$ cat config.mk
export PLATFORM = sky130hd
export DESIGN_NAME = ipid_stream_rx
export DESIGN_NICKNAME = d
export VERILOG_FILES = /design/src/rtl/ipid_stream_rx.sv
export SDC_FILE = /design/constraint.sdc
export NUM_CORES = 1
export LEC_CHECK = 0
export CORE_MARGIN = 2
export CORE_UTILIZATION = 49
export CTS_CLUSTER_SIZE = 8
export DETAILED_ROUTE_END_ITERATION = 6
export GPL_TIMING_DRIVEN = 0
export PLACE_DENSITY = 0.76
export RECOVER_POWER = 25
export SYNTH_ARGS = -nofsm -noshare
export SYNTH_HDL_FRONTEND = slang
export SYNTH_SLANG_ARGS = --single-unit
export TNS_END_PERCENT = 1
$ cat constraint.sdc
create_clock -name clk -period 2 [get_ports clk]
set_clock_uncertainty 0.1 [all_clocks]
set_input_delay 0.3 -clock clk [delete_from_list [all_inputs] [get_ports clk]]
set_output_delay 0.3 -clock clk [all_outputs]
set_load 0.01 [all_outputs]
$ cat src/rtl/ipid_stream_rx.sv
// ipid_stream_rx: receiver/deserialiser for the 16-bit IPID chunk stream.
// A frame is START_WORD, NUM_CHUNKS data words (least-significant first) and
// STOP_WORD, with valid high on every cycle. The block rebuilds the ID_W-bit
// IP identifier, pulses ipid_done on a good frame and err on an aborted one.
//
// Optional feature macro: IPID_RX_COMPARE_EN (adds ipid_expected / ipid_match).
//
// Ports:
//   clk           in   rising-edge clock
//   rst           in   asynchronous reset, active-low
//   valid         in   stream word valid
//   ipid_chunk    in   stream word
//   ipid_expected in   reference ID (IPID_RX_COMPARE_EN only)
//   ipid_match    out  received ID equals ipid_expected (IPID_RX_COMPARE_EN only)
//   ipid_out      out  last correctly received IPID
//   ipid_done     out  one-cycle pulse, good frame received
//   ipid_locked   out  sticky, at least one good frame since reset
//   busy          out  frame in progress
//   err           out  one-cycle pulse, frame aborted
//   err_code      out  last error: 00 none, 01 gap, 10 bad stop
module ipid_stream_rx #(
  parameter int unsigned          CHUNK_W    = 16,
  parameter int unsigned          NUM_CHUNKS = 16,
  parameter logic [CHUNK_W-1:0]   START_WORD = CHUNK_W'(16'h7A7A),
  parameter logic [CHUNK_W-1:0]   STOP_WORD  = CHUNK_W'(16'hB9B9)
) (
  input  logic                          clk,
  input  logic                          rst,
  input  logic                          valid,
  input  logic [CHUNK_W-1:0]            ipid_chunk,
`ifdef IPID_RX_COMPARE_EN
  input  logic [CHUNK_W*NUM_CHUNKS-1:0] ipid_expected,
  output logic                          ipid_match,
`endif
  output logic [CHUNK_W*NUM_CHUNKS-1:0] ipid_out,
  output logic                          ipid_done,
  output logic                          ipid_locked,
  output logic                          busy,
  output logic                          err,
  output logic [1:0]                    err_code
);

  localparam int unsigned ID_W  = CHUNK_W * NUM_CHUNKS;
  localparam int unsigned CNT_W = (NUM_CHUNKS > 1) ? $clog2(NUM_CHUNKS) : 1;

  localparam logic [1:0] ERR_NONE = 2'b00;
  localparam logic [1:0] ERR_GAP  = 2'b01;
  localparam logic [1:0] ERR_STOP = 2'b10;

  typedef enum logic [1:0] {
    ST_IDLE = 2'd0,
    ST_DATA = 2'd1,
    ST_STOP = 2'd2
  } state_t;

  state_t             state_q, state_d;
  logic [CNT_W-1:0]   count_q, count_d;
  logic [ID_W-1:0]    shadow_q, shadow_d;
  logic [ID_W-1:0]    ipid_out_q, ipid_out_d;
  logic               done_q, done_d;
  logic               locked_q, locked_d;
  logic               busy_q, busy_d;
  logic               err_q, err_d;
  logic [1:0]         err_code_q, err_code_d;

  // State and output registers
  always_ff @(posedge clk or negedge rst) begin
    if (!rst) begin
      state_q    <= ST_IDLE;
      count_q    <= '0;
      shadow_q   <= '0;
      ipid_out_q <= '0;
      done_q     <= 1'b0;
      locked_q   <= 1'b0;
      busy_q     <= 1'b0;
      err_q      <= 1'b0;
      err_code_q <= ERR_NONE;
    end else begin
      state_q    <= state_d;
      count_q    <= count_d;
      shadow_q   <= shadow_d;
      ipid_out_q <= ipid_out_d;
      done_q     <= done_d;
      locked_q   <= locked_d;
      busy_q     <= busy_d;
      err_q      <= err_d;
      err_code_q <= err_code_d;
    end
  end

  // Next-state and next-output logic
  always_comb begin
    state_d    = state_q;
    count_d    = count_q;
    shadow_d   = shadow_q;
    ipid_out_d = ipid_out_q;
    done_d     = 1'b0;
    locked_d   = locked_q;
    err_d      = 1'b0;
    err_code_d = err_code_q;

    unique case (state_q)
      ST_IDLE: begin
        if (valid && (ipid_chunk == START_WORD)) begin
          state_d = ST_DATA;
          count_d = '0;
        end
      end

      ST_DATA: begin
        if (valid) begin
          // Delimiter values are plain data here; no resync inside a frame
          for (int unsigned i = 0; i < NUM_CHUNKS; i++) begin
            if (count_q == CNT_W'(i)) begin
              shadow_d[i*CHUNK_W +: CHUNK_W] = ipid_chunk;
            end
          end
          if (count_q == CNT_W'(NUM_CHUNKS - 1)) begin
            state_d = ST_STOP;
          end else begin
            count_d = count_q + CNT_W'(1);
          end
        end else begin
          err_d      = 1'b1;
          err_code_d = ERR_GAP;
          state_d    = ST_IDLE;
        end
      end

      ST_STOP: begin
        state_d = ST_IDLE;
        if (!valid) begin
          err_d      = 1'b1;
          err_code_d = ERR_GAP;
        end else if (ipid_chunk == STOP_WORD) begin
          ipid_out_d = shadow_q;
          done_d     = 1'b1;
          locked_d   = 1'b1;
          err_code_d = ERR_NONE;
        end else begin
          err_d      = 1'b1;
          err_code_d = ERR_STOP;
        end
      end

      default: begin
        state_d = ST_IDLE;
      end
    endcase

    // Registered busy tracks the registered state exactly
    busy_d = (state_d != ST_IDLE);
  end

  assign ipid_out    = ipid_out_q;
  assign ipid_done   = done_q;
  assign ipid_locked = locked_q;
  assign busy        = busy_q;
  assign err         = err_q;
  assign err_code    = err_code_q;

`ifdef IPID_RX_COMPARE_EN
  logic match_q, match_d;

  // Compare the completed shadow against the reference on the good-frame edge
  always_comb begin
    match_d = match_q;
    if ((state_q == ST_STOP) && valid && (ipid_chunk == STOP_WORD)) begin
      match_d = (shadow_q == ipid_expected);
    end
  end

  always_ff @(posedge clk or negedge rst) begin
    if (!rst) begin
      match_q <= 1'b0;
    end else begin
      match_q <= match_d;
    end
  end

  assign ipid_match = match_q;
`endif

endmodule

Yosys cells after proc, flatten, opt, wreduce, memory -nomap -nowiden. Index checks and enable logic that the tools add are counted.

Register bits after elaboration: 524. Input port bits: 19. Word-level logic and storage cells: 92. Output and inout port bits: 262.

$add $sub $neg: 1. Muxes and demuxes: 19. Reductions and logical operators: 25. Equal/unequal tests: 23.

Operators with widths (number): $reduce_and 3->1 (17); $eq 4x4->1 const B (8); $eq 16x15->1 const B (1); $eq 16x16->1 const B (1); $eq 4x3->1 const B (4); $mux 2 (6); $mux 4 (3); $eq 4x2->1 const B (2); $ne 2x2->1 const B (4); $pmux 2 s2 (2); $pmux 4 s2 (1); $mux 1 (6); $reduce_bool 2->1 (3); $add 4x1->4 const B (1); $eq 4x1->1 const B (1); $logic_not 4->1 (1); $reduce_and 4->1 (1); $eq 2x1->1 const B (1); $eq 2x2->1 const B (1); $logic_not 2->1 (1); $pmux 1 s2 (1); $reduce_and 2->1 (1); $logic_and 1x1->1 (1).

Logic depth before layout (Yosys ltp).
Word-level depth: 5. Mapped depth: 7. Gate-level depth less buffers: 7.

Least setup slack after synthesis. No wires, ideal clock.

Kind: in2reg. Start: input ipid_chunk[10]. End: register ipid_out_q[100], in the netlist ipid_out[100]. Path slack: -0.209 ns. Stages: 7. Library setup time: 0.125 ns. Data required time: 1.775 ns. Arrival time: 1.984 ns. Buffers on the path: 2. Cells stage by stage: nand4b_1 > or4b_4 > nand3b_4 > nor2_4 > buf_6 > buf_6 > mux2_2.

Cells in the longest elaborated chain, start to end: 2.

RTL lines: start, declared (RTL line 30) `input logic [CHUNK_W-1:0] ipid_chunk,`; $eq 16x16->1 (RTL line 135) `end else if (ipid_chunk == STOP_WORD) begin`; $reduce_and 3->1 (no source line); end signal, assigned (RTL line 82) `ipid_out_q <= ipid_out_d;`; end, declared (RTL line 59) `logic [ID_W-1:0] ipid_out_q, ipid_out_d;`.

Every way passes these cells. A chain may end at the register's enable or synchronous reset.

Worst setup path in the final report.
Start: input ipid_chunk[7]. End: register count_q[1].

Cells in the longest elaborated chain, start to end: 4.

RTL lines: $eq 16x15->1 (RTL line 104) `if (valid && (ipid_chunk == START_WORD)) begin`; $logic_and 1x1->1 (RTL line 104); $ne 2x2->1 (no source line); $reduce_and 4->1 (no source line); end signal, assigned (RTL line 80) `count_q <= count_d;`; end, declared (RTL line 57) `logic [CNT_W-1:0] count_q, count_d;`.

Every way passes these cells.

==> impl_results.md <==
- Clock latency on the worst-skew pair: roughly 0.58 ns
- Post-route cell area: 0.0266 mm2
- Final GP Congestion: 0.780
- Main synth FF type: dfrtp_1
- PD cells: between 800 and 900 mW/mm2
- Number of vias per cell: 5.48
- Num CTS Buffers: 75
- Hold Path Depth: 2
- Final Hold Vio Count: 0
- RSZ-0062 raised after global routing: yes
- Clk sinks: ~520
- Pin count of the biggest net entering global routing: 130
- Final setup vio count: 8
- Total power: ~0.024 W
- H-tree depth: 3
- HPWL Detailed: roughly 31 mm
- Vias in the first global route: 12600
- Leak pwr: 13.1 nW
- Global Route Usage Sum: 24.5%
- Final net count: around 1600
- Yosys reg bits: 524
- Die H: 205 um
- Critical path arrival: 2.42 ns
- Post-route ant nets: 0
- Fin. max-slew vios: 0
- Placeable Area: 0.0399 mm2
- Root buffer cell: clkbuf_16
- CTS max path bufs: 3
- Commonest cells after routing, fill and taps aside: dfrtp_1 (523), mux2_2 (410), clkdlybuf4s50_1 (258), mux2_4 (102), clkbuf_16 (79)
- Total grt overflow: 0
- Overall via count from detail_route: between 10000 and 15000
- Worst R2R Start: state_q[0]$_DFF_PN0_
- Outcome: finished with violations
- Hold crit path type: input port to flip-flop
- Commonest non-fill, non-tap cell in the layout: dfrtp_1
- Hold EP: shadow_q[19]$_DFFE_PN0P_
- Crit end category: flip-flop
- WP data required: 2.37 ns
- Critical path launch point type: input port
- First-pass GRT wire length: roughly 76 mm
- VDD IR max: between 0.6 and 0.7 mV
- CP Max Fanout: 9
- Pre-antenna DRT Iters: 4
- Place WS: -1.41 ns
- Antenna violations before repair: 1
- Yosys warns: 0
- Reg-to-Reg End: ipid_out[83]$_DFFE_PN0P_
- Synthesized cell area: 0.0199 mm2
- Register clock-pin slew on the reported worst setup and hold paths: 0.05 ns
- Avg Cell Area, Syn: 16.8 um2
- Port buffer count: 277
- Min cycle time layout: 2.05 ns
- Min-delay src: ipid_chunk[3]
- CTS tree: yes
- Placed cell area: 0.0234 mm2
- Slew @ Worst Pin: 1.12 ns
- WS Path Type: input port to flip-flop
- Unique masters post-synth: 39
- Total Wirelength: roughly 51 mm
- Max-Cap Viols: 0
- 1st-iter DRT viols: 547
- Fin crit share: 103%
- Worst reg-to-reg path cell count: 8
- Site Rows: 73
- Final worst slack: -0.0549 ns
- Initial Util: 49.8%
- Syn nets: roughly 1200
- Area grow syn2layout: 33.8%
- Die area: 0.0422 mm2
- Die Wd: around 210 um
- Boundary pin count: 281
- Reg-to-reg setup timing slack: -0.02 ns
- Number of synthesized flops with an enable pin: 0
- Setup TNS: -0.201 ns
- Slew margin rel.: 25.1%
- Residual DRC: 0
- Sequential share of the synthesized area: 66.0%
- Synthesized instance count: 1184
- Share of cells above drive strength 1: around 45%
- Failing checks: negative setup slack
- Async SR Flop Fraction: 100%
- Util after Layout: 66.6%
- Fmax: a little under 500 MHz
- Average wire per standard cell: 24.4 um
-- how the worst max path moves through the flow --
stage                         start  depth (start not counted)                        end
5_1_grt              ipid_chunk[15]                          8   ipid_out[46]$_DFFE_PN0P_
3_5_place_dp         ipid_chunk[10]                          8  ipid_out[171]$_DFFE_PN0P_
2_1_floorplan        ipid_chunk[10]                          7  ipid_out[100]$_DFFE_PN0P_
6_report              ipid_chunk[7]                          6     count_q[1]$_DFFE_PN0P_
3_3_place_gp                    rst                          1  ipid_out[188]$_DFFE_PN0P_
4_1_cts        state_q[0]$_DFF_PN0_                          8   ipid_out[94]$_DFFE_PN0P_
-- power breakdown --
| group | internal [W] | total [W] | leakage (nW) | switching (W) |
|---|---|---|---|---|
| sequential | 0.0112 | 0.0115 | 7.26 | 0.000297 |
| combinational | 0.000560 | 0.00127 | 4.88 | 0.000709 |
| clock | 0.00676 | 0.0110 | 0.981 | 0.00427 |
| total | 0.0185 | 0.0238 | 13.1 | 0.00528 |
-- metal layers --
metal	share of wire [%]	global-route usage (%)	vias to the layer above
met4	3.9	10.8	2
met1	41	30.8	6117
met2	48	39.5	342
met3	7.0	7.24	97
li1	-	-	4940
met5	0.031	0	-
-- sequential cells by signal, indices dropped and copies added, names as in the netlist --
register and count:
busy 1, state_q 2, ipid_locked 1, ipid_done 1, err_code 2, shadow_q 256
count_q 4, err 1, ipid_out 256
-- worst max-delay path, cell delays in order --
cell,delay (ns)
clkdlybuf4s15_2,0.33
or4bb_1,0.56
or4_1,0.51
o21ai_4,0.27
o21ai_1,0.14
a211o_1,0.31
-- synth_stat cells (2+ instances only) --
library cell,count,share of area (%)
inv_1,6,0.11
nor3b_1,2,0.076
buf_6,25,1.4
a31oi_1,4,0.13
o21ai_0,4,0.10
nand2_1,21,0.40
a21oi_1,3,0.076
buf_4,3,0.11
a22oi_1,2,0.076
mux2_2,512,29
ha_1,7,0.44
a211o_1,2,0.088
and3_1,6,0.19
dfrtp_1,524,66
nor4bb_1,3,0.15
clkbuf_1,37,0.70
-- stage by stage --
step                cells  hold WS (ns)
CTS                  2095        0.0381
floorplan            1184       -0.0956
global placement     1986         0.353
finish               2100        0.0630
detailed placement   1990         0.176
global route         2099        0.0626
-- area by class of cell --
class / count / area [um2]
diodes: 1 / 2.50
clock inverters: 6 / 63.8
plain buffers: 63 / 744
clock buffers: 78 / 1930
inverters: 6 / 22.5
multi-input cells: 587 / 6880
repair buffers: 310 / 3170
well taps: 525 / 657
flip-flops and latches: 524 / 13100
fillers: 2756 / 13300
-- timing repair --
action,CTS,global route
hold endpoints to repair,93,0
endpoints found under the setup margin,519,500
gates cloned,3,0
pin swaps,5,3
setup buffers,10,5
hold buffers,11,0
resized for setup,181,138
-- logic make-up (layout without fill, tap and decap cells) --
kind of cell	after synthesis	count (layout)	synth area share (%)
other cells	0	1	0
fa+ha+maj	7	7	0.441
compound gates	23	23	0.818
mux	512	512	29.0
buf+inv	73	463	2.39
flops	524	524	66.0
simple gates	45	45	1.38
Note: power is estimated with default switching activity, not from simulation.
